--- src/rtl/sd_read_block.sv ---
// SPI-mode SD single-block (CMD17) reader streaming 512 bytes with a valid strobe.
// Define SD_BYTE_ADDR_EN for SDSC byte addressing (sector << 9); default is block addressing.
module sd_read_block #(
  parameter int R1_TIMEOUT    = 512,
  parameter int TOKEN_TIMEOUT = 65535
) (
  input  logic       SD_clk,
  input  logic       rst_n,
  input  logic       init_i,
  input  logic       rd_req,
  input  logic [31:0] sector_i,
  input  logic       SD_dataout,
  output logic       SD_cs,
  output logic       SD_datain,
  output logic       rd_busy,
  output logic       rd_done,
  output logic       rd_err,
  output logic [1:0] err_code,
  output logic [7:0] data_o,
  output logic       data_valid,
  output logic [8:0] byte_idx
);

  localparam int TW_A = $clog2(R1_TIMEOUT + 1);
  localparam int TW_B = $clog2(TOKEN_TIMEOUT + 1);
  localparam int TW   = (TW_A > TW_B) ? TW_A : TW_B;

  typedef enum logic [3:0] {
    IDLE, SEND_CMD, WAIT_R1, GET_R1, WAIT_TOKEN,
    READ_DATA, READ_CRC, TRAIL, DONE
  } state_t;

  state_t state, state_nx;

  logic [11:0]   cnt;
  logic [TW-1:0] tmo;
  logic [47:0]   cmd_sr;
  logic [6:0]    r1_sr;
  logic [6:0]    dat_sr;
  logic [31:0]   cmd_arg;
  logic          accept;
  logic          err_set;
  logic [1:0]    err_val;

`ifdef SD_BYTE_ADDR_EN
  assign cmd_arg = {sector_i[22:0], 9'd0};
`else
  assign cmd_arg = sector_i;
`endif

  assign accept = (state == IDLE) && rd_req && init_i;

  always_ff @(posedge SD_clk or negedge rst_n) begin
    if (!rst_n) state <= IDLE;
    else        state <= state_nx;
  end

  always_comb begin
    state_nx = state;
    err_set  = 1'b0;
    err_val  = 2'b00;
    unique case (state)
      IDLE:
        if (rd_req && init_i) state_nx = SEND_CMD;
      SEND_CMD:
        if (cnt == 12'd47) state_nx = WAIT_R1;
      WAIT_R1:
        if (!SD_dataout) begin
          state_nx = GET_R1;
        end else if (tmo == TW'(R1_TIMEOUT)) begin
          state_nx = TRAIL;
          err_set  = 1'b1;
          err_val  = 2'b10;
        end
      GET_R1:
        if (cnt == 12'd6) begin
          if ({r1_sr, SD_dataout} != 8'h00) begin
            state_nx = TRAIL;
            err_set  = 1'b1;
            err_val  = 2'b01;
          end else begin
            state_nx = WAIT_TOKEN;
          end
        end
      WAIT_TOKEN:
        if (!SD_dataout) begin
          state_nx = READ_DATA;
        end else if (tmo == TW'(TOKEN_TIMEOUT)) begin
          state_nx = TRAIL;
          err_set  = 1'b1;
          err_val  = 2'b11;
        end
      READ_DATA:
        if (cnt == 12'd4095) state_nx = READ_CRC;
      READ_CRC:
        if (cnt == 12'd15) state_nx = TRAIL;
      TRAIL:
        if (cnt == 12'd7) state_nx = DONE;
      DONE:
        state_nx = IDLE;
      default:
        state_nx = IDLE;
    endcase
  end

  // Both counters restart on every state change
  always_ff @(posedge SD_clk or negedge rst_n) begin
    if (!rst_n) begin
      cnt <= '0;
      tmo <= '0;
    end else if (state_nx != state) begin
      cnt <= '0;
      tmo <= '0;
    end else begin
      cnt <= cnt + 12'd1;
      tmo <= tmo + TW'(1);
    end
  end

  always_ff @(posedge SD_clk or negedge rst_n) begin
    if (!rst_n) begin
      cmd_sr <= '1;
      r1_sr  <= '0;
      dat_sr <= '0;
    end else begin
      if (accept)
        cmd_sr <= {8'h51, cmd_arg, 8'hFF};
      else if (state == SEND_CMD)
        cmd_sr <= {cmd_sr[46:0], 1'b1};
      if (state == WAIT_R1 || state == GET_R1)
        r1_sr <= {r1_sr[5:0], SD_dataout};
      if (state == READ_DATA)
        dat_sr <= {dat_sr[5:0], SD_dataout};
    end
  end

  always_ff @(posedge SD_clk or negedge rst_n) begin
    if (!rst_n) begin
      data_o     <= '0;
      data_valid <= 1'b0;
      byte_idx   <= '0;
    end else begin
      data_valid <= 1'b0;
      if (state == READ_DATA && cnt[2:0] == 3'd7) begin
        data_o     <= {dat_sr, SD_dataout};
        data_valid <= 1'b1;
        byte_idx   <= cnt[11:3];
      end
    end
  end

  always_ff @(posedge SD_clk or negedge rst_n) begin
    if (!rst_n) begin
      err_code <= 2'b00;
      rd_err   <= 1'b0;
    end else begin
      if (accept) begin
        err_code <= 2'b00;
        rd_err   <= 1'b0;
      end else if (err_set) begin
        err_code <= err_val;
      end
      if (state == TRAIL && cnt == 12'd7)
        rd_err <= (err_code != 2'b00);
    end
  end

  assign SD_cs     = (state == IDLE) || (state == TRAIL) || (state == DONE);
  assign SD_datain = (state == SEND_CMD) ? cmd_sr[47] : 1'b1;
  assign rd_busy   = (state != IDLE);
  assign rd_done   = (state == DONE);

endmodule

--- config.mk ---
export PLATFORM = sky130hd
export DESIGN_NAME = sd_read_block
export DESIGN_NICKNAME = d
export VERILOG_FILES = /design/src/rtl/sd_read_block.sv
export SDC_FILE = /design/constraint.sdc
export NUM_CORES = 1
export LEC_CHECK = 0
export ABC_CLOCK_PERIOD_IN_PS = 3000
export CAP_MARGIN = 40
export CORE_ASPECT_RATIO = 1.75
export CORE_MARGIN = 1.5
export CORE_UTILIZATION = 56
export DETAILED_ROUTE_END_ITERATION = 16
export PLACE_DENSITY = 0.78
export SLEW_MARGIN = 20
export SYNTH_ARGS = -nofsm -noshare
export SYNTH_HDL_FRONTEND = slang
export SYNTH_SLANG_ARGS = --single-unit
--- constraint.sdc ---
create_clock -name SD_clk -period 3 [get_ports SD_clk]
set_input_delay 0.6 -clock SD_clk [delete_from_list [all_inputs] [get_ports SD_clk]]
set_output_delay 0.6 -clock SD_clk [all_outputs]
set_load 0.03 [all_outputs]
Yosys cells after proc, flatten, opt, wreduce, memory -nomap -nowiden

Index checks and enable logic that the tools add are counted.

Input bits: 37
Logic and storage cells: 81
Output and inout bits: 25
Flip-flop bits (word level): 115

Mux-type cells: 36
Reduce and logical (&&, ||, !) cells: 15
Equal/unequal tests: 17
$add $sub $neg: 2

Operators with widths:

| kind                                                                     | number |
|---|---|
| 48-bit two-way mux                                                       | 2 |
| 4-bit two-way mux                                                        | 10 |
| 4-bit one-hot mux with 8 select lines                                    | 1 |
| 12-bit by 3-bit equality test with 1-bit output (second input constant)  | 2 |
| 16-bit by 1-bit adder with 16-bit output (second input constant)         | 1 |
| 16-bit by 10-bit equality test with 1-bit output (second input constant) | 1 |
| 16-bit equality test (second input constant)                             | 1 |
| 4-bit by 3-bit equality test with 1-bit output (second input constant)   | 4 |
| 16-bit two-way mux                                                       | 1 |
| 2-bit two-way mux                                                        | 7 |
| 12-bit by 1-bit adder with 12-bit output (second input constant)         | 1 |
| 12-bit equality test (second input constant)                             | 1 |
| 12-bit by 4-bit equality test with 1-bit output (second input constant)  | 1 |
| 12-bit by 6-bit equality test with 1-bit output (second input constant)  | 1 |
| 1-bit two-way mux                                                        | 12 |
| 12-bit two-way mux                                                       | 1 |
| 4-bit by 2-bit equality test with 1-bit output (second input constant)   | 2 |
| 2-bit nonzero test                                                       | 4 |
| 8-bit nonzero test                                                       | 1 |
| 2-bit one-hot mux with 3 select lines                                    | 1 |
| 1-bit logical AND                                                        | 5 |
| 4-bit by 1-bit equality test with 1-bit output (second input constant)   | 1 |
| 4-bit equality test (second input constant)                              | 1 |
| 4-bit zero test                                                          | 1 |
| 5 further kinds                                                          | 7 |

Longest topological paths before layout

Gate-level depths: netlist of run 1.

Depth in word-level cells: 6
Depth in mapped cells: 9
Mapped depth without buffers: 8

Least setup slack after synthesis of run 1

No wires, ideal clock.

Kind: input -> register
Start point: input port SD_dataout
End point: register cnt[0]
Path buffers: 2
Data required time: 2.913 ns
Stages: 8
Setup slack: 0.599 ns
Arrival time: 2.315 ns
Library setup time: 0.087 ns
Cells stage by stage: buf_2 or4_1 nor2_1 a31oi_1 a221oi_4 nand3_4 buf_6 a211oi_2

Longest elaborated chain between the ends: 6
Elaborated cells on any way between the ends: 8
Those cells by class: eq/ne (1); mux (6); reduce/logical (1)

Ends and longest elaborated chain:

| element                                 | line | RTL |
|---|---|---|
| start, declared                         | 12   | `input logic SD_dataout,` |
| 8-bit nonzero test                      | 77   | `if ({r1_sr, SD_dataout} != 8'h00) begin` |
| 2-bit two-way mux                       | 77   |  |
| 4-bit two-way mux                       | 76   | `if (cnt == 12'd6) begin` |
| 4-bit one-hot mux with 8 select lines * | 62   | `unique case (state)` |
| 4-bit != test *                         | 111  | `end else if (state_nx != state) begin` |
| 12-bit two-way mux *                    | 111  |  |
| end signal, assigned                    | 115  | `cnt <= cnt + 12'd1;` |
| end, declared                           | 35   | `logic [11:0] cnt;` |

Mark *: on every way between the ends. The rest lies on a longest branch, timed or not.
A chain may end at the register's enable or synchronous reset.

Final worst setup path of run 1

Start point: register state[2]
End point: output port SD_cs

Longest elaborated chain between the ends: 3
Elaborated cells on any way between the ends: 5
Those cells by class: eq/ne (2); reduce/logical (3)

Ends and longest elaborated chain:

| element                                                                           | line | RTL |
|---|---|---|
| start, declared                                                                   | 33   | `state_t state, state_nx;` |
| start signal, assigned                                                            | 55   | `else state <= state_nx;` |
| 4-bit by 3-bit equality test with 1-bit output or 4-bit zero test (tied branches) | 168  | `assign SD_cs = (state == IDLE) \|\| (state == TRAIL) \|\| (state == DONE);` |
| 1-bit logical OR                                                                  | 168  |  |
| 1-bit logical OR *                                                                | 168  |  |
| end, declared                                                                     | 13   | `output logic SD_cs,` |

Marks and branches as above.

==> key figures, run 1 <==
Outcome
  – Outcome: completed

Synthesis
  – Synthesis Warnings: 0
  – Post-synthesis cell area: 5150 sq um
  – Seq cells post-synth: around 110
  – Post-Syn Instances: between 400 and 500
  – Most common flop cell mapped by yosys: dfrtp_1
  – Synth cell types: 45
  – Part of the Yosys area used for sequential elements: 0.529
  – Syn_area_per_cell: 10.9 sq um
  – Mapped Nets: roughly 520
  – FFs w/ async S/R, synth: 1.00
  – Post-synth EDFFs: 0

Flow run
  – Max Cap Violations: 0

Floorplanning
  – Chip height: around 130 um
  – Initial Util: 0.574
  – Std cell rows: 46
  – Ports: a little over 60
  – Die area: 9810 sq um
  – Core Area: 8980 sq um
  – Die width: 75.5 um

CTS
  – Root Driver: clkbuf_16
  – CTS clk-pin slew, worst paths: 0.07 ns
  – Clock Path Buffers: 2
  – Sink Count: 107
  – CTS tree: done
  – # hold bufs at CTS: 0
  – Clock Latency Late Sink: roughly 0.35 ns
  – CTS Buf Count: 9
  – Post_cts resized: 0
  – H-tree Lvls: 3
  – Postcts setup bufs: 0

Routing
  – Vias per inst: 5.73
  – Via count: 3,754
  – Total Wirelength: roughly 11,000 um
  – Post-Route M1 WL: 4060 um
  – Wire length on met2: between 6000 and 7000 um
  – Remaining DRCs: 0
  – Routed len/inst: 16.3 um
  – First-pass iteration count of the detailed router: 5
  – Highest routed metal layer: met4
  – Routed Antenna Nets: 0
  – Met3 Wirelength: 411 um
  – DRT iter0 DRCs: 252

Global routing
  – First-pass GRT wire length: 17,400 um
  – Initial antenna violation count: 0
  – Pin count of the biggest net entering global routing: 72
  – Number of global-route vias before repair: 3,790
  – Tot GR Track Use: 0.233
  – Gr ovfl total: 0

Critical path
  – Kind of end point of the critical path: output pin
  – Reg2reg path depth: 6
  – Crit path max fanout: 9
  – Arr. time, crit path: 2.33 ns
  – Critical Path RT: 2.40 ns
  – Slowest-stage cell, CP: clkdlybuf4s50_1
  – Critical Path, Cell by Cell: nor2b_1 -> and2_1 -> or2_2 -> clkdlybuf4s50_1
  – Setup crit start kind: flip-flop
  – Critical path class: flip-flop to output pin
  – CP max stage delay: roughly 0.68 ns

Final layout
  – Area growth, synth to finish: 20.7%
  – ANT cells: 0
  – Fill cell count: 676
  – Finished Cell Area: around 6200 sq um
  – Commonest non-fill, non-tap cell in the layout: nand2_1
  – Ratio of cells with drive above 1 in the final layout: 0.247
  – Most frequent cells in the layout: 108 x nand2_1, 67 x dfrtp_1, 60 x clkdlybuf4s50_1, 40 x dfstp_2, 31 x a22oi_1
  – Nets: 572

Power and ir drop
  – Power density over cell area: between 600 and 700 nW/um^2
  – Worst VDD drop: 398 uV
  – Leak: 0.00268 uW

Timing
  – Setup_tns: 0 ns
  – Fin Clk Skew: 0.00788 ns
  – Final worst path period share: 0.976
  – Fmax: 0.342 GHz
  – Worst slew margin: 0.581
  – Final Max Tran Viols: 0
  – Pin slew with the least headroom to its limit: 0.628 ns
  – RSZ-0062 raised after global routing: no
  – Setup Viol. Count Final: 0
  – Final Hold Viols: 0
  – Min cycle time layout: 2.93 ns

Placed design
  – Port bufs: 61
  – Dpl hpwl: 7520 um
  – Placed Area: 5890 sq um
  – GP Congestion: roughly 0.85

Hold path
  – Worst hold path class: input pin to async pin
==> where the power goes <==
group / switching, uW / leakage (uW) / internal [uW] / total [uW]
logic: 471 / 0.00118 / 370 / 841
registers: 197 / 0.00134 / 1920 / 2120
clock network: 510 / 0.000161 / 744 / 1250
total: 1180 / 0.00268 / 3030 / 4210
==> registers in the layout, summed over array words and instances, names as in the netlist <==
register and flops:
byte_idx 9, cmd_sr 40, cnt 12, dat_sr 7
data_o 8, data_valid 1, err_code 2, r1_sr 7
rd_err 1, state 4, tmo 16
==> cells in the mapped netlist (2+ instances only) <==
master    count  area (sq um)
inv_1        13          48.8
nor2b_1       3          18.8
ha_1          5          62.6
or2_2         2          12.5
nand4_1       6          37.5
a21oi_1       8          40.0
buf_2         9          45.0
o21ai_0       7          35.0
and2_1        5          31.3
nor4_1        7          43.8
nor3_1        7          35.0
xnor2_1      13           114
a211oi_1      8          60.1
a211oi_2     21           263
nand2_1     108           405
dfrtp_1      67          1680
a31oi_1       3          18.8
clkbuf_1     12          45.0
buf_6         4          45.0
xor2_1       10          87.6
and3_1        4          25.0
or4_4         2          22.5
mux2_2       30           338
nor4b_1       2          17.5
nand3_1      11          55.1
nand4_2       2          25.0
or4_1         2          15.0
dfstp_2      40          1050
a22oi_1      31           233
buf_1         2          7.51
nor2_1       16          60.1
==> per-stage QoR <==
step           total power [uW]  cells   util  hold slack [ns]  setup slack [ns]
2_1_floorplan              2700    474      -            0.304             0.599
3_3_place_gp               2930    638  0.655            0.447             0.104
3_5_place_dp               2990    639  0.656            0.450            0.0793
4_1_cts                    4250    655  0.693            0.222            0.0974
5_1_grt                    4450    655  0.693            0.244            0.0383
6_report                   4210    655  0.693            0.209            0.0730
==> logic make-up (layout without fill, tap and decap cells) <==
| logic type | count (synthesis) | in the layout | synth area share |
|---|---|---|---|
| buffers and inverters | 40 | 101 | 0.0371 |
| xor gates and xnor gates | 23 | 23 | 0.0391 |
| and+or+nand+nor | 184 | 184 | 0.172 |
| muxes | 31 | 31 | 0.0675 |
| AOI/OAI and AO/OA | 84 | 84 | 0.143 |
| adders and majority gates | 5 | 5 | 0.0121 |
| DFF | 107 | 107 | 0.529 |
==> per-layer routing <==
metal  GRT usage  up-vias
li1            -     1784
met1       0.257     1878
met2       0.417       80
met3      0.0479       12
met4       0.107        0
met5           0        -
==> area by class of cell <==
| cell class | count | area (sq um) | area share |
|---|---|---|---|
| clock buffers | 13 | 282 | 0.0453 |
| clock inverters | 3 | 43.8 | 0.00704 |
| inverters | 13 | 48.8 | 0.00785 |
| multi-input cells | 327 | 2240 | 0.361 |
| flip-flops and latches | 107 | 2730 | 0.439 |
| well taps | 120 | 150 | 0.0241 |
| repair buffers | 72 | 723 | 0.116 |
==> final timing paths <==
path,startpoint,end,slack (ns)
min in group SD_clk,cmd_sr[14]$_DFFE_PN1P_,cmd_sr[14]$_DFFE_PN1P_,0.46
worst max-delay path,state[2]$_DFF_PN0_,SD_cs,0.07
max in group asynchronous,rst_n,cmd_sr[26]$_DFFE_PN1P_,2.02
worst max register to register,cnt[0]$_DFF_PN0_,cnt[11]$_DFF_PN0_,0.53
worst min register to register,cmd_sr[14]$_DFFE_PN1P_,cmd_sr[14]$_DFFE_PN1P_,0.46
worst min-delay path,rst_n,data_valid$_DFF_PN0_,0.21
==> critical path: cells and delay by family, from the launching register on <==
kind,cells,cell delay (ns)
flops,1,0.52
buf+inv,1,0.68
simple gates,3,0.78
No activity file was read; power rests on OpenSTA's default activity.
==> run 2, diff against run 1 <==
--- a/config.mk
+++ b/config.mk
@@ -12,7 +12,7 @@
 export CORE_UTILIZATION = 56
 export DETAILED_ROUTE_END_ITERATION = 16
 export PLACE_DENSITY = 0.78
-export SLEW_MARGIN = 20
 export SYNTH_ARGS = -nofsm -noshare
 export SYNTH_HDL_FRONTEND = slang
 export SYNTH_SLANG_ARGS = --single-unit
+export TNS_END_PERCENT = 1
==> results of run 2 <==
No change in the layout: final DEF, timing and power equal those of run 1.
==> run 3, diff against run 2 <==
--- a/config.mk
+++ b/config.mk
@@ -11,7 +11,8 @@
 export CORE_MARGIN = 1.5
 export CORE_UTILIZATION = 56
 export DETAILED_ROUTE_END_ITERATION = 16
-export PLACE_DENSITY = 0.78
+export HOLD_SLACK_MARGIN = 0.06
+export PLACE_DENSITY = 0.87
 export SYNTH_ARGS = -nofsm -noshare
 export SYNTH_HDL_FRONTEND = slang
 export SYNTH_SLANG_ARGS = --single-unit
==> key figures, run 3 (synthesis results as in run 1) <==
Global routing
  – Pin count of the biggest net entering global routing: 55
  – Tot GR Track Use: 0.244
  – First-pass GRT wire length: between 15,000 and 20,000 um
  – Number of global-route vias before repair: a little under 4,000
  – Initial antenna violation count: 0
  – Gr ovfl total: 0

Critical path
  – Arr. time, crit path: 2.29 ns
  – Reg2reg path depth: 6
  – Kind of end point of the critical path: output pin
  – Setup crit start kind: flip-flop
  – Slowest-stage cell, CP: clkdlybuf4s50_1
  – CP max stage delay: 0.60 ns
  – Crit path max fanout: 9
  – CP top delay family: simple AND/OR/NAND/NOR gates
  – Critical Path RT: 2.40 ns
  – Buf/Inv on CP: 1
  – Critical path class: flip-flop to output pin
  – Reg2Reg Setup Slack: 0.45 ns
  – Critical Path, Cell by Cell: or4b_1 -> or2_2 -> clkdlybuf4s50_1
  – WP depth: 3

CTS
  – Root Driver: clkbuf_16
  – Postcts setup bufs: 0
  – Sink Count: 107
  – Clock Path Buffers: 2
  – H-tree Lvls: 3
  – CTS Buf Count: 9
  – Clock Latency Late Sink: 0.36 ns
  – CTS clk-pin slew, worst paths: 0.07 ns
  – # hold bufs at CTS: 0
  – Post_cts resized: 0
  – CTS tree: done

Outcome
  – Outcome: completed

Placed design
  – Port bufs: 61
  – Dpl hpwl: a little under 8000 um
  – GP Congestion: 0.859
  – Place WS: 0.0290 ns

Timing
  – Fmax: ~0.35 GHz
  – Worst setup margin: around 0.11 ns
  – Final Hold Viols: 0
  – RSZ-0062 raised after global routing: no
  – Worst slew margin: 0.481
  – Fin Clk Skew: 0.00569 ns
  – Final Max Tran Viols: 0
  – Pin slew with the least headroom to its limit: between 0.7 and 0.8 ns
  – Setup_tns: 0 ns
  – Final worst path period share: 0.963
  – Min cycle time layout: 2.89 ns
  – Setup Viol. Count Final: 0

Power and ir drop
  – Leak: 0.00265 uW
  – Worst VDD drop: 389 uV
  – Power density over cell area: between 600 and 700 nW/um^2

Floorplanning
  – Ports: a little over 60
  – Chip height: approximately 130 um
  – Core Area: approximately 9000 sq um
  – Die area: 9810 sq um
  – Initial Util: 0.574
  – Std cell rows: 46
  – Die width: 75.5 um

Routing
  – Vias per inst: approximately 5.8
  – Via count: 3,813
  – Routed Antenna Nets: 0
  – First-pass iteration count of the detailed router: 4
  – Total Wirelength: around 11,000 um
  – Routed len/inst: about 17 um
  – DRT iter0 DRCs: 290
  – Remaining DRCs: 0

Final layout
  – Area growth, synth to finish: 19.8%
  – Max FFs per register: 40
  – Ratio of cells with drive above 1 in the final layout: 0.245
  – Nets: between 500 and 600
  – Most flop-heavy register: cmd_sr
  – Most frequent cells in the layout: 108 x nand2_1, 67 x dfrtp_1, 60 x clkdlybuf4s50_1, 40 x dfstp_2, 31 x a22oi_1
  – Largest regs: cmd_sr (40), tmo (16), cnt (12)
  – ANT cells: 0
  – Commonest non-fill, non-tap cell in the layout: nand2_1
  – Fill cell count: 625

Hold path
  – Worst hold path class: input pin to async pin

Flow run
  – Max Cap Violations: 0
[run 3: final timing paths]
check                                       start                     end
hold reg to reg            cmd_sr[38]$_DFFE_PN1P_  cmd_sr[38]$_DFFE_PN1P_
max in group asynchronous                   rst_n  cmd_sr[31]$_DFFE_PN1P_
hold / removal                              rst_n    data_valid$_DFF_PN0_
min in group SD_clk        cmd_sr[38]$_DFFE_PN1P_  cmd_sr[38]$_DFFE_PN1P_
setup / recovery               state[2]$_DFF_PN0_               SD_datain
setup reg to reg                 cnt[7]$_DFF_PN0_        tmo[0]$_DFF_PN0_
[run 3: layout make-up]
type                            instances  area (sq um)  area share
Clock buffer                           12           258      0.0418
Sequential cell                       107          2730       0.442
Clock inverter                          4          26.3     0.00426
Tap cell                              120           150      0.0243
Inverter                               13          48.8     0.00790
Multi-Input combinational cell        327          2250       0.364
Timing Repair Buffer                   71           716       0.116
[run 3: per-stage QoR]
step                      hold WS (ns)  std cells  power (uW)  cell area (sq um)  utilization
final                            0.274        654        4110               6170        0.688
after global routing             0.328        654        4320               6170        0.688
after CTS                        0.300        654        4130               6170        0.687
after detailed placement         0.449        638        2990               5890        0.656
after global placement           0.447        637        2920               5870        0.654
after floorplan                  0.304        474        2700               5150            -
[run 3: power by group]
group	leakage, uW	internal (uW)	switching, uW	total [uW]
combinational	0.00117	365	480	846
sequential	0.00134	1920	206	2130
clock	0.000138	613	523	1140
[run 3: metal layers]
layer / track usage / routed length, um / vias to the layer above
met5: 0 / 0 / -
met4: 0.103 / 249 / 0
met3: 0.0610 / 498 / 25
met2: 0.430 / 6290 / 83
met1: 0.271 / 4230 / 1925
li1: - / - / 1780
